## src/rtl/viterbi_pkg.sv

```systemverilog
// Shared definitions for the K=3, rate-1/2 (generators 7,5) Viterbi decoder.
// Holds the trellis constants and the encoder output map.
package viterbi_pkg;

    localparam int NUM_STATES  = 4;
    localparam int K           = 3;
    localparam int PM_W_DEF    = 6;
    localparam int PM_INIT_DEF = 16;

    // Returns {out0,out1} for the branch leaving state {s1,s0} on input u.
    function automatic logic [1:0] code_sym(input logic [1:0] state, input logic u);
        logic out0;
        logic out1;
        out0 = u ^ state[1] ^ state[0];
        out1 = u ^ state[0];
        return {out0, out1};
    endfunction

endpackage

```

## src/rtl/viterbi_acs_array_if.sv

```systemverilog
// Branch-metric input and decision output bundle of the ACS array.
// The source of branch metrics drives through master; the ACS array is the slave.
interface viterbi_acs_array_if #(
    parameter int PM_W = viterbi_pkg::PM_W_DEF
);
    logic                start;
    logic                bm_valid;
    logic [7:0]          bm_in;
    logic                dec_valid;
    logic [3:0]          dec_out;
    logic [1:0]          best_state;
    logic [4*PM_W-1:0]   pm_out;

    modport master (
        output start, bm_valid, bm_in,
        input  dec_valid, dec_out, best_state, pm_out
    );

    modport slave (
        input  start, bm_valid, bm_in,
        output dec_valid, dec_out, best_state, pm_out
    );
endinterface

```

## src/rtl/viterbi_acs_array_acs_cell.sv

```systemverilog
// One add-compare-select butterfly half: two candidate costs, pick the smaller.
// Ties favour the predecessor with s0 = 0 (pm_a).
module acs_cell #(
    parameter int PM_W = 6
) (
    input  logic [PM_W-1:0] pm_a,
    input  logic [PM_W-1:0] pm_b,
    input  logic [1:0]      bm_a,
    input  logic [1:0]      bm_b,
    output logic [PM_W:0]   sel,
    output logic            dec
);
    logic [PM_W:0] cand_a;
    logic [PM_W:0] cand_b;

    always_comb begin
        cand_a = {1'b0, pm_a} + {{(PM_W-1){1'b0}}, bm_a};
        cand_b = {1'b0, pm_b} + {{(PM_W-1){1'b0}}, bm_b};
        dec    = (cand_b < cand_a);
        sel    = dec ? cand_b : cand_a;
    end
endmodule

```

## src/rtl/viterbi_acs_array.sv

```systemverilog
// Four-state ACS array: updates path metrics, emits survivor decisions, tracks
// the best state and rescales metrics once all of them reach the upper half.
module viterbi_acs_array
    import viterbi_pkg::*;
#(
    parameter int PM_W    = PM_W_DEF,
    parameter int PM_INIT = PM_INIT_DEF
) (
    input  logic                clk,
    input  logic                rst_n,
    viterbi_acs_array_if.slave  acs
);
    localparam logic [PM_W:0] HALF = (PM_W+1)'(2**(PM_W-1));

    logic [NUM_STATES-1:0][PM_W-1:0] pm_q, pm_d;
    logic [NUM_STATES-1:0][PM_W-1:0] pm_init, pm_old, pm_new;
    logic [NUM_STATES-1:0][PM_W:0]   sel;
    logic [NUM_STATES-1:0]           dec;
    logic [NUM_STATES-1:0]           dec_q, dec_d;
    logic [1:0]                      best_q, best_d, best;
    logic                            dec_valid_q, dec_valid_d;
    logic                            norm;

    // Next state n = {n1,n0}: predecessors {n0,0} and {n0,1}, input bit u = n1.
    for (genvar n = 0; n < NUM_STATES; n++) begin : g_acs
        localparam logic [1:0] PA    = 2'((n % 2) * 2);
        localparam logic [1:0] PB    = 2'((n % 2) * 2 + 1);
        localparam logic       U     = 1'(n / 2);
        localparam int         SYM_A = int'(code_sym(PA, U));
        localparam int         SYM_B = int'(code_sym(PB, U));

        acs_cell #(.PM_W(PM_W)) u_acs (
            .pm_a (pm_old[PA]),
            .pm_b (pm_old[PB]),
            .bm_a (acs.bm_in[2*SYM_A +: 2]),
            .bm_b (acs.bm_in[2*SYM_B +: 2]),
            .sel  (sel[n]),
            .dec  (dec[n])
        );
    end

    always_comb begin
        pm_init[0] = '0;
        for (int i = 1; i < NUM_STATES; i++) begin
            pm_init[i] = PM_W'(PM_INIT);
        end
        pm_old = acs.start ? pm_init : pm_q;

        // Clearing the top bit of every metric at once keeps all differences intact.
        norm = 1'b1;
        for (int i = 0; i < NUM_STATES; i++) begin
            norm = norm & (sel[i] >= HALF);
        end
        for (int i = 0; i < NUM_STATES; i++) begin
            pm_new[i] = norm ? PM_W'(sel[i] - HALF) : PM_W'(sel[i]);
        end

        best = 2'd0;
        for (int i = 1; i < NUM_STATES; i++) begin
            if (pm_new[i] < pm_new[best]) begin
                best = 2'(i);
            end
        end
    end

    always_comb begin
        pm_d        = pm_q;
        dec_d       = dec_q;
        best_d      = best_q;
        dec_valid_d = 1'b0;
        if (acs.bm_valid) begin
            pm_d        = pm_new;
            dec_d       = dec;
            best_d      = best;
            dec_valid_d = 1'b1;
        end else if (acs.start) begin
            pm_d = pm_init;
        end
    end

    always_ff @(posedge clk or negedge rst_n) begin
        if (!rst_n) begin
            pm_q[0]     <= '0;
            pm_q[1]     <= PM_W'(PM_INIT);
            pm_q[2]     <= PM_W'(PM_INIT);
            pm_q[3]     <= PM_W'(PM_INIT);
            dec_q       <= '0;
            best_q      <= '0;
            dec_valid_q <= 1'b0;
        end else begin
            pm_q        <= pm_d;
            dec_q       <= dec_d;
            best_q      <= best_d;
            dec_valid_q <= dec_valid_d;
        end
    end

    assign acs.dec_valid  = dec_valid_q;
    assign acs.dec_out    = dec_q;
    assign acs.best_state = best_q;
    assign acs.pm_out     = pm_q;

endmodule

```

## src/flat_wrapper.sv

```systemverilog
// flat-port wrapper written by rule: the top's interface ports become plain ports
module viterbi_acs_array_flat import viterbi_pkg::*;
#(
    parameter int PM_W    = PM_W_DEF,
    parameter int PM_INIT = PM_INIT_DEF
)
  (clk, rst_n, acs_start, acs_bm_valid, acs_bm_in, acs_dec_valid, acs_dec_out, acs_best_state, acs_pm_out);
  viterbi_acs_array_if #(.PM_W(PM_W)) acs_i ();
  input  logic clk;
  input  logic rst_n;
  input wire logic [$bits(acs_i.start)-1:0] acs_start;
  input wire logic [$bits(acs_i.bm_valid)-1:0] acs_bm_valid;
  input wire logic [$bits(acs_i.bm_in)-1:0] acs_bm_in;
  output wire logic [$bits(acs_i.dec_valid)-1:0] acs_dec_valid;
  output wire logic [$bits(acs_i.dec_out)-1:0] acs_dec_out;
  output wire logic [$bits(acs_i.best_state)-1:0] acs_best_state;
  output wire logic [$bits(acs_i.pm_out)-1:0] acs_pm_out;
  assign acs_i.start = acs_start;
  assign acs_i.bm_valid = acs_bm_valid;
  assign acs_i.bm_in = acs_bm_in;
  assign acs_dec_valid = acs_i.dec_valid;
  assign acs_dec_out = acs_i.dec_out;
  assign acs_best_state = acs_i.best_state;
  assign acs_pm_out = acs_i.pm_out;
  viterbi_acs_array #(.PM_W(PM_W), .PM_INIT(PM_INIT)) u_core (.clk(clk), .rst_n(rst_n), .acs(acs_i));
endmodule
```

## config.mk

```make
export PLATFORM = sky130hd
export DESIGN_NAME = viterbi_acs_array_flat
export DESIGN_NICKNAME = d
export VERILOG_FILES = /design/src/rtl/viterbi_pkg.sv /design/src/rtl/viterbi_acs_array_if.sv /design/src/rtl/viterbi_acs_array_acs_cell.sv /design/src/rtl/viterbi_acs_array.sv /design/src/flat_wrapper.sv
export SDC_FILE = /design/constraint.sdc
export NUM_CORES = 1
export LEC_CHECK = 0
export CORE_ASPECT_RATIO = 0.7
export CORE_UTILIZATION = 25
export CTS_CLUSTER_DIAMETER = 40
export CTS_CLUSTER_SIZE = 14
export DETAILED_ROUTE_END_ITERATION = 8
export PLACE_DENSITY = 0.54
export SYNTH_ARGS = -nofsm -noshare
export SYNTH_HDL_FRONTEND = slang
export SYNTH_SLANG_ARGS = --single-unit
```

## constraint.sdc

```tcl
create_clock -name clk -period 9.1 [get_ports clk]
set_input_delay 1.82 -clock clk [delete_from_list [all_inputs] [get_ports clk]]
set_output_delay 1.82 -clock clk [all_outputs]
set_load 0.02 [all_outputs]
```

After elaboration in Yosys (flattened, before gate mapping). Cells that the tools add are included.

Register bits: 31. Input port bits: 12. Logic and storage cells: 53.

$add $sub $neg: 12. $lt $le $gt $ge: 13. Muxes and demuxes: 18. Bitwise operators: 3.

Operators with widths (number): adder 6 x 2 -> 7 bit (8); two-way mux 24 bit (2); two-way mux 6 bit (6); greater-or-equal comparator 7 x 6 -> 1 bit, second input constant (4); less-than comparator 7 bit (4); two-way mux 7 bit (4); binary-select mux 6 bit (select 2 bit) (2); subtractor 6 bit, second input constant (4); less-than comparator 6 bit (3); less-than comparator 2 x 3 -> 1 bit, second input constant (2); two-way mux 2 bit (2); AND 1 bit (3); two-way mux 1 bit (2).

Logic depth before layout (Yosys ltp). Gate-level depths: netlist of run 1.

Depth in word-level cells: 19. Gate-level depth with buffers: 43. Depth with buffers taken out: 38.

Modules after synthesis. A second synthesis of run 1 with hierarchy kept.

Cells, all modules: 431. Area, all modules: 3992.6 µm².

Modules (own cells, without submodules): viterbi_acs_array (instances 1, cells an instance 183, area each 2023.2 µm²); acs_cell (u_core.g_acs[1].u_acs ...) (instances 3, cells an instance 62, area each 493.0 µm²); acs_cell (u_core.g_acs[0].u_acs) (instances 1, cells an instance 62, area each 490.5 µm²).

Worst setup path before layout of run 1. No wires, ideal clock.

Path kind: input-to-reg. From: input port acs_start. To: register u_core.best_q[0], in the netlist u_core.acs.best_state[0]. Arrival: 9841 ps. Data required time: 9010 ps. Setup slack: -831 ps. Cell stages on the path: 39. Path buffers: 5. Cell sequence: buf_2 buf_1 clkbuf_1 buf_1 nor2b_1 ha_1 maj3_1 nand2_1 xor2_1 nor2_1 ha_1 or4_4 a31oi_4 clkbuf_1 nor2_1 a21oi_1 ha_1 a21o_1 [3 not listed] a31oi_1 maj3_1 mux2i_4 mux2i_1 inv_1 ha_1 a21o_1 a21o_1 a21oi_1 a21boi_0 and2_1 and3_1 o211ai_1 o211a_1 ha_1 and3_1 a2111o_1 o221ai_1.

Word-level cells in the longest chain between the ends: 19. Elaborated cells on any way between the ends: 42. Classes of those cells: add/sub: 12; order compare: 11; mux: 16; bitwise: 3.

Ends and longest elaborated chain: start: declaration (line flat_wrapper.sv:11) `input wire logic [$bits(acs_i.start)-1:0] acs_start;`; two-way mux 24 bit * (line viterbi_acs_array.sv:47) `pm_old = acs.start ? pm_init : pm_q;`; adder 6 x 2 -> 7 bit (on tied branches) (line viterbi_acs_array_acs_cell.sv:18, viterbi_acs_array_acs_cell.sv:17); less-than comparator 7 bit (line viterbi_acs_array_acs_cell.sv:19) `dec = (cand_b < cand_a);`; two-way mux 7 bit (line viterbi_acs_array_acs_cell.sv:20) `sel = dec ? cand_b : cand_a;`; greater-or-equal comparator 7 x 6 -> 1 bit (line viterbi_acs_array.sv:52) `norm = norm & (sel[i] >= HALF);`; AND 1 bit (3 in a row) (line viterbi_acs_array.sv:52); two-way mux 6 bit (line viterbi_acs_array.sv:55) `pm_new[i] = norm ? PM_W'(sel[i] - HALF) : PM_W'(sel[i]);`; less-than comparator 6 bit (line viterbi_acs_array.sv:60) `if (pm_new[i] < pm_new[best]) begin`; two-way mux 1 bit (line viterbi_acs_array.sv:60); binary-select mux 6 bit (select 2 bit) (line viterbi_acs_array.sv:60); two-way mux 6 bit (not written as such) (line viterbi_acs_array.sv:60); less-than comparator 6 bit (line viterbi_acs_array.sv:60); two-way mux 2 bit (line viterbi_acs_array.sv:60); binary-select mux 6 bit (select 2 bit) (line viterbi_acs_array.sv:60); two-way mux 6 bit (not written as such) (line viterbi_acs_array.sv:60); less-than comparator 6 bit (line viterbi_acs_array.sv:60); two-way mux 2 bit * (line viterbi_acs_array.sv:60); end signal: assignment (line viterbi_acs_array.sv:93) `best_q <= best_d;`; end: declaration (line viterbi_acs_array.sv:20) `logic [1:0] best_q, best_d, best;`.

Every way passes the cells marked *; elsewhere a longest branch is shown, timed or not. The select of a mux whose other input is x is not followed. A chain may end at the register's enable or synchronous reset.

Worst setup path after layout of run 1.
From: input port acs_bm_in[6]. To: register u_core.best_q[1], in the netlist u_core.acs.best_state[1].

Word-level cells in the longest chain between the ends: 18. Elaborated cells on any way between the ends: 27. Classes of those cells: add/sub: 4; order compare: 7; mux: 13; bitwise: 3.

Ends and longest elaborated chain: start: declaration (line flat_wrapper.sv:13) `input wire logic [$bits(acs_i.bm_in)-1:0] acs_bm_in;`; adder 6 x 2 -> 7 bit (line viterbi_acs_array_acs_cell.sv:18) `cand_b = {1'b0, pm_b} + {{(PM_W-1){1'b0}}, bm_b};`; less-than comparator 7 bit (line viterbi_acs_array_acs_cell.sv:19); two-way mux 7 bit (line viterbi_acs_array_acs_cell.sv:20); greater-or-equal comparator 7 x 6 -> 1 bit (line viterbi_acs_array.sv:52); AND 1 bit (3 in a row) (line viterbi_acs_array.sv:52); two-way mux 6 bit (line viterbi_acs_array.sv:55); less-than comparator 6 bit (line viterbi_acs_array.sv:60); two-way mux 1 bit (line viterbi_acs_array.sv:60); binary-select mux 6 bit (select 2 bit) (line viterbi_acs_array.sv:60); two-way mux 6 bit (not written as such) (line viterbi_acs_array.sv:60); less-than comparator 6 bit (line viterbi_acs_array.sv:60); two-way mux 2 bit (line viterbi_acs_array.sv:60); binary-select mux 6 bit (select 2 bit) (line viterbi_acs_array.sv:60); two-way mux 6 bit (not written as such) (line viterbi_acs_array.sv:60); less-than comparator 6 bit (line viterbi_acs_array.sv:60); two-way mux 2 bit * (line viterbi_acs_array.sv:60).

Marked as above.

==> flow_metrics.py, run 1 <==
metrics = {
    "run_status": {
        "status": "finished clean",
    },
    "finish": {
        "diodes": 0,
        "fillers": 1624,
        "most-common-layout-cells": "buf_4, nand2_1, nor2_1, ha_1, clkdlybuf4s50_1",
        "multi_input_area_um2": 3163,
        "final-seq-area_um2": 779.5,
        "layout.nets": 670,
        "post_route_cells_drive_above_1_share_pct": 24.09,
        "final_common_cell": "buf_4",
        "area_growth_pct": 35.77,
    },
    "floorplanning": {
        "die_h_um": 108.1,
        "start_util_pct": 25.77,
        "rows": 38,
        "dieArea_um2": 16590,
        "dieWidth_um": 153.5,
        "ioPinCount": 43,
        "placeableCoreArea_um2": 15600,
    },
    "synthesis": {
        "postSynthCellCount": 504,
        "avgSynthCellArea_um2": 7.974,
        "synth-main-ff-cell": "dfrtp_1",
        "yosys_warnings": 0,
        "async_flop_share_pct": 100.0,
        "syn-cell-area_um2": 4019,
        "synth_edf_count": 0,
        "synth_nets": 569,
        "ys_seq_area_share_pct": 19.40,
        "ys_types": 68,
        "synth-seq-cells": 31,
    },
    "grt": {
        "track_usage_pct": 16.75,
        "grt_pass1_vias": 3970,
        "antenna_found_initial": 0,
        "grt_overflow": 0,
        "grt_pass1_wl_mm": 21.47,
        "grt_max_degree": 41,
    },
    "clock_tree": {
        "htree_levels": 2,
        "tritoncts": "done",
        "clk-insertion-delay-late_ns": 0.28,
        "cts.sinks": 31,
        "numCtsBuffers": 5,
        "cts_hold_buf": 0,
        "cts_max_path_buffers": 2,
        "clkTransAtPathRegs_ns": 0.05,
        "root_buffer": "clkbuf_16",
    },
    "detailed_routing": {
        "ant_nets": 0,
        "routedWlPerCell_um": 16.68,
        "drt_first_pass_iters": 5,
        "vias": 4083,
        "met2WireLength_mm": 5.167,
        "top_layer": "met4",
        "drc_errors": 0,
        "wirelength_met1_mm": 7.175,
        "viasPerCell": 5.066,
        "wirelength_mm": 13.44,
        "dr_wl_met3_um": 978,
        "drt-initial-drc-count": 204,
    },
    "worst_setup_path": {
        "crit_arrival_ns": 8.93,
        "criticalPathCategory": "in2reg",
        "reg2reg_slack_ns": 1.78,
        "cp.required_ns": 9.29,
        "crit_slowest_cell": "or4_4",
        "cpPeakStageDelay_ns": 0.53,
        "start_kind": "primary input",
        "crit_top_cell": "ha_1",
        "crit_fanout": 4,
        "cp-end-kind": "register",
    },
    "timing": {
        "period_needed_ns": 8.742,
        "min_period_over_period_pct": 96.07,
        "clock_skew_ns": 0.005061,
        "fmax_mhz": 114.4,
        "fin_ws_ns": 0.3580,
        "tns_ns": 0,
        "hold_viol": 0,
        "slew_headroom_pct": 42.11,
        "timing.final.max_slew_violations": 0,
        "setup_viol": 0,
        "worstMarginPinSlew_ns": 0.8592,
    },
    "power": {
        "ir_worst_vdd_uv": 176.2,
        "power_density_nw_per_um2": 347.7,
        "p_leak_nw": 2.425,
    },
    "job": {
        "max_cap_viol_count": 0,
    },
    "place": {
        "place.gp.congestion": 0.9487,
        "dp_hpwl_mm": 10.99,
        "pre_cts_ws_ns": -0.4418,
        "portBuffers": 42,
    },
    "worst_hold_path": {
        "min_path_type": "reg2reg",
    },
}
==> final timing paths <==
| check | from | endpoint | cells after the start |
|---|---|---|---|
| worst max register to register | u_core.acs.pm_out[1] | u_core.acs.best_state[1] | 35 |
| worst min register to register | u_core.acs.dec_out[3] | u_core.acs.dec_out[3] | 2 |
| max in group asynchronous | rst_n | u_core.acs.pm_out[10] | 2 |
| worst min-delay path | u_core.acs.dec_out[3] | u_core.acs.dec_out[3] | 2 |
| worst max-delay path | acs_bm_in[6] | u_core.acs.best_state[1] | 34 |
| min in group asynchronous | rst_n | u_core.acs.pm_out[19] | 2 |
==> kinds of logic (layout without fill, tap and decap cells) <==
kind of cell             count (synthesis)  after routing  synth area share, %
AO/OA/AOI/OAI                          116            116                18.96
adder cells (fa/ha/maj)                 64             64                19.33
XOR/XNOR                                35             35                7.628
AND/OR/NAND/NOR                        170            170                20.21
multiplexers                            34             34                9.153
buffers and inverters                   54            156                5.324
flip-flops                              31             31                19.40
==> repair_timing <==
action	CTS	global route
setup buffers	2	2
gates resized for setup	10	28
pin swaps	0	8
endpoints found under the hold margin	0	0
setup endpoints to repair	2	2
==> cell type report <==
cell class                 count  area share [%]
clock inverter                 2          0.6421
tap                          200           4.586
sequential                    31           14.29
timing repair buffer         114           17.63
inverter                      34           2.339
multi-input combinational    419           57.97
clock buffer                   6           2.545
==> critical path, delay by kind of cell <==
| family | cells | cell delay [ns] |
|---|---|---|
| AO/OA/AOI/OAI | 14 | 2.43 |
| adder cells (fa/ha/maj) | 7 | 2.13 |
| AND/OR/NAND/NOR | 8 | 1.38 |
| multiplexers | 2 | 0.51 |
| buffers and inverters | 2 | 0.50 |
| XOR/XNOR | 1 | 0.16 |
==> flip-flops by register name, summed over array words and instances, names as in the netlist <==
signal / cells
u_core.acs.best_state: 2
u_core.acs.dec_valid: 1
u_core.acs.pm_out: 24
u_core.acs.dec_out: 4
==> stage by stage <==
stage          power (mW)  instances  util (%)  hold slack, ns  area [um2]
2_1_floorplan       1.036        504         -          0.5163        4056
3_3_place_gp        1.577        794     32.89          0.4755        5130
3_5_place_dp        1.594        794     32.89          0.4814        5130
4_1_cts             1.842        804     34.28          0.4947        5346
5_1_grt             2.053        806     34.99          0.5396        5456
6_report            1.897        806     34.99          0.4921        5456
==> cells in the mapped netlist (9+ instances only) <==
| library cell | count | area [um2] |
|---|---|---|
| a21oi_1 | 40 | 200.2 |
| dfrtp_1 | 28 | 700.7 |
| nor2b_1 | 10 | 62.56 |
| buf_2 | 9 | 45.04 |
| nor2_1 | 52 | 195.2 |
| ha_1 | 53 | 663.1 |
| o21ai_0 | 23 | 115.1 |
| nand3_1 | 11 | 55.05 |
| nand2_1 | 56 | 210.2 |
| mux2i_1 | 24 | 240.2 |
| xnor2_1 | 17 | 148.9 |
| and3_1 | 9 | 56.30 |
| xor2_1 | 18 | 157.7 |
| inv_1 | 32 | 120.1 |
==> routing by layer <==
layer,GRT usage [%],up-vias
li1,-,2000
met4,3.786,0
met3,4.088,14
met2,22.69,135
met5,0,-
met1,25.76,1934
==> power by group <==
part           internal (mW)  switching [mW]  leakage [nW]
Combinational          0.730           0.732          1.94
Sequential             0.180          0.0555         0.393
Clock                  0.136          0.0636        0.0868
Note: power is estimated with default switching activity, not from simulation.
==> run 2: changes to the inputs <==
--- a/config.mk
+++ b/config.mk
@@ -10,6 +10,7 @@
 export CTS_CLUSTER_DIAMETER = 40
 export CTS_CLUSTER_SIZE = 14
 export DETAILED_ROUTE_END_ITERATION = 8
+export HOLD_SLACK_MARGIN = 0.1
 export PLACE_DENSITY = 0.54
 export SYNTH_ARGS = -nofsm -noshare
 export SYNTH_HDL_FRONTEND = slang
==> results of run 2 <==
The final DEF is identical to that of run 1; final timing and power are the same.
==> run 3: changes to the inputs <==
--- a/config.mk
+++ b/config.mk
@@ -5,7 +5,6 @@
 export SDC_FILE = /design/constraint.sdc
 export NUM_CORES = 1
 export LEC_CHECK = 0
-export CORE_ASPECT_RATIO = 0.7
 export CORE_UTILIZATION = 25
 export CTS_CLUSTER_DIAMETER = 40
 export CTS_CLUSTER_SIZE = 14
==> run 3 against run 2 <==
Net effect: via count up 0.34%; first-iteration DRC count increased by 43%; worst setup slack lost 0.028 ns; wire length rose by 3.7%; critical endpoint is now u_core.acs.best_state[0]; sequential power is essentially flat; non-clock buffer count grew 4; highest routed layer unchanged; utilization increased by 0.54 points; global-route usage rose by 0.55 points; critical path type unchanged.
==> flow_metrics.py, run 3 (synthesis results as in run 1) <==
metrics = {
    "timing": {
        "timing.final.max_slew_violations": 0,
        "fin_ws_ns": 0.3301,
        "worstMarginPinSlew_ns": 0.8389,
        "slew_headroom_pct": 44.07,
        "hold_viol": 0,
        "fmax_mhz": 114.0,
        "setup_viol": 0,
        "clock_skew_ns": 0.005392,
        "min_period_over_period_pct": 96.37,
        "period_needed_ns": 8.770,
        "tns_ns": 0,
    },
    "finish": {
        "multi_input_area_um2": 3122,
        "fillers": 1633,
        "most-common-layout-cells": "buf_4, nand2_1, nor2_1, ha_1, clkdlybuf4s50_1",
        "final-seq-area_um2": 779.5,
        "final_common_cell": "buf_4",
        "layout.nets": 674,
        "area_growth_pct": 36.39,
        "post_route_cells_drive_above_1_share_pct": 23.28,
        "final_util_pct": 35.53,
        "instances_no_fill": 821,
        "largest_reg_flops": 24,
        "diodes": 0,
    },
    "power": {
        "p_switching_mw": 0.8296,
        "power_frac_comb_pct": 76.2,
        "power_density_nw_per_um2": 338.2,
        "ir_worst_vdd_uv": 172.6,
        "netSwitchingFraction_pct": 44.75,
        "seqPwrFrac_pct": 12.7,
        "finalPower_mw": 1.854,
        "p_leak_nw": 2.467,
        "p_int_mw": 1.024,
        "clkPwrFrac_pct": 11.1,
    },
    "detailed_routing": {
        "viasPerCell": 4.990,
        "wirelength_mm": 13.94,
        "routedWlPerCell_um": 16.98,
        "drt-initial-drc-count": 291,
        "drc_errors": 0,
        "vias": 4097,
        "drt_first_pass_iters": 5,
        "ant_nets": 0,
    },
    "floorplanning": {
        "dieWidth_um": 128.8,
        "dieArea_um2": 16590,
        "rows": 45,
        "ioPinCount": 43,
        "placeableCoreArea_um2": 15430,
        "die_h_um": 128.8,
        "start_util_pct": 26.05,
    },
    "clock_tree": {
        "cts.sinks": 31,
        "root_buffer": "clkbuf_16",
        "cts_hold_buf": 0,
        "tritoncts": "done",
        "htree_levels": 2,
        "clkTransAtPathRegs_ns": 0.05,
        "numCtsBuffers": 5,
        "clk-insertion-delay-late_ns": 0.29,
        "cts_max_path_buffers": 2,
    },
    "worst_setup_path": {
        "cp-end-kind": "register",
        "path_depth": 34,
        "worst-path-buf-inv": 5,
        "crit_top_cell": "ha_1",
        "start_kind": "primary input",
        "criticalPathCategory": "in2reg",
        "crit_fanout": 8,
        "cpPeakStageDelay_ns": 0.54,
        "crit_slowest_cell": "or4_4",
        "critPathTopFamily": "compound AO/OA/AOI/OAI gates",
        "reg2reg_depth": 34,
        "crit_arrival_ns": 8.97,
        "cp.required_ns": 9.30,
    },
    "grt": {
        "grt_pass1_vias": 4180,
        "grt_max_degree": 41,
        "track_usage_pct": 17.29,
        "grt_overflow": 0,
        "antenna_found_initial": 0,
        "grt_pass1_wl_mm": 21.78,
    },
    "worst_hold_path": {
        "min_path_type": "reg2reg",
        "hold-path-cell-count": 2,
    },
    "place": {
        "pre_cts_ws_ns": -0.4166,
        "dp_hpwl_mm": 10.93,
        "place.gp.congestion": 0.9061,
        "portBuffers": 42,
        "dp.cells": 807,
    },
    "run_status": {
        "status": "finished clean",
    },
    "job": {
        "max_cap_viol_count": 0,
    },
}
[run 3: changes by cell type in the layout (fill, tap and decap cells not counted), moves of 2 or more]
cell,delta
a21oi_1,+3
a21oi_2,-2
buf_6,+2
clkdlybuf4s50_1,-4
dlymetal6s2s_1,+3
maj3_1,+2
maj3_2,-2
nor2b_1,+2
o221ai_1,-2
o221ai_2,+2
[run 3: path summary, 6_finish.rpt]
check	from	end	slack, ns
max	acs_bm_in[1]	u_core.acs.best_state[0]	0.33
min	u_core.acs.dec_out[3]	u_core.acs.dec_out[3]	0.49
max reg2reg	u_core.acs.pm_out[6]	u_core.acs.best_state[0]	1.62
min reg2reg	u_core.acs.dec_out[3]	u_core.acs.dec_out[3]	0.49
max in group asynchronous	rst_n	u_core.acs.pm_out[0]	6.94
min in group asynchronous	rst_n	u_core.acs.dec_out[2]	1.64
[run 3: cell type report]
cell class / instances / area share, %
multi-input cells: 419 / 56.95
repair buffers: 118 / 18.51
flip-flops and latches: 31 / 14.22
well taps: 211 / 4.816
clock buffers: 6 / 2.534
inverters: 34 / 2.328
clock inverters: 2 / 0.6391
[run 3: timing repair]
item,4_1_cts,5_1_grt
gates resized for setup,1,30
buffers inserted,0,6
setup endpoints to repair,2,2
pin swaps,0,11
hold endpoints to repair,0,0
[run 3: per-stage QoR]
| stage | area [um2] | hold WS (ns) |
|---|---|---|
| finish | 5482 | 0.4853 |
| global route | 5482 | 0.5382 |
| CTS | 5339 | 0.4942 |
| detailed placement | 5166 | 0.4792 |
| global placement | 5166 | 0.4796 |
| floorplan | 4056 | 0.5163 |
[run 3: power groups by stage]
stage	combinational, mW	clock [mW]	sequential, mW
final	1.41	0.206	0.235
after global routing	1.55	0.215	0.241
after CTS	1.32	0.208	0.234
after detailed placement	1.31	0	0.235
after global placement	1.29	0	0.236
after floorplan	0.770	0	0.265
[run 3: tightest hold or removal path: cells and delay by family (launching register included)]
family	cells	cell delay, ns
compound gates	1	0.06
simple gates	1	0.05
flops	1	0.34
[run 3: metal layers]
| layer | up-vias | wire length, um | track usage [%] |
|---|---|---|---|
| li1 | 2002 | - | - |
| met5 | - | 0 | 0 |
| met2 | 103 | 6655 | 28.97 |
| met1 | 1966 | 6435 | 22.49 |
| met4 | 0 | 272 | 5.952 |
| met3 | 26 | 576 | 2.744 |
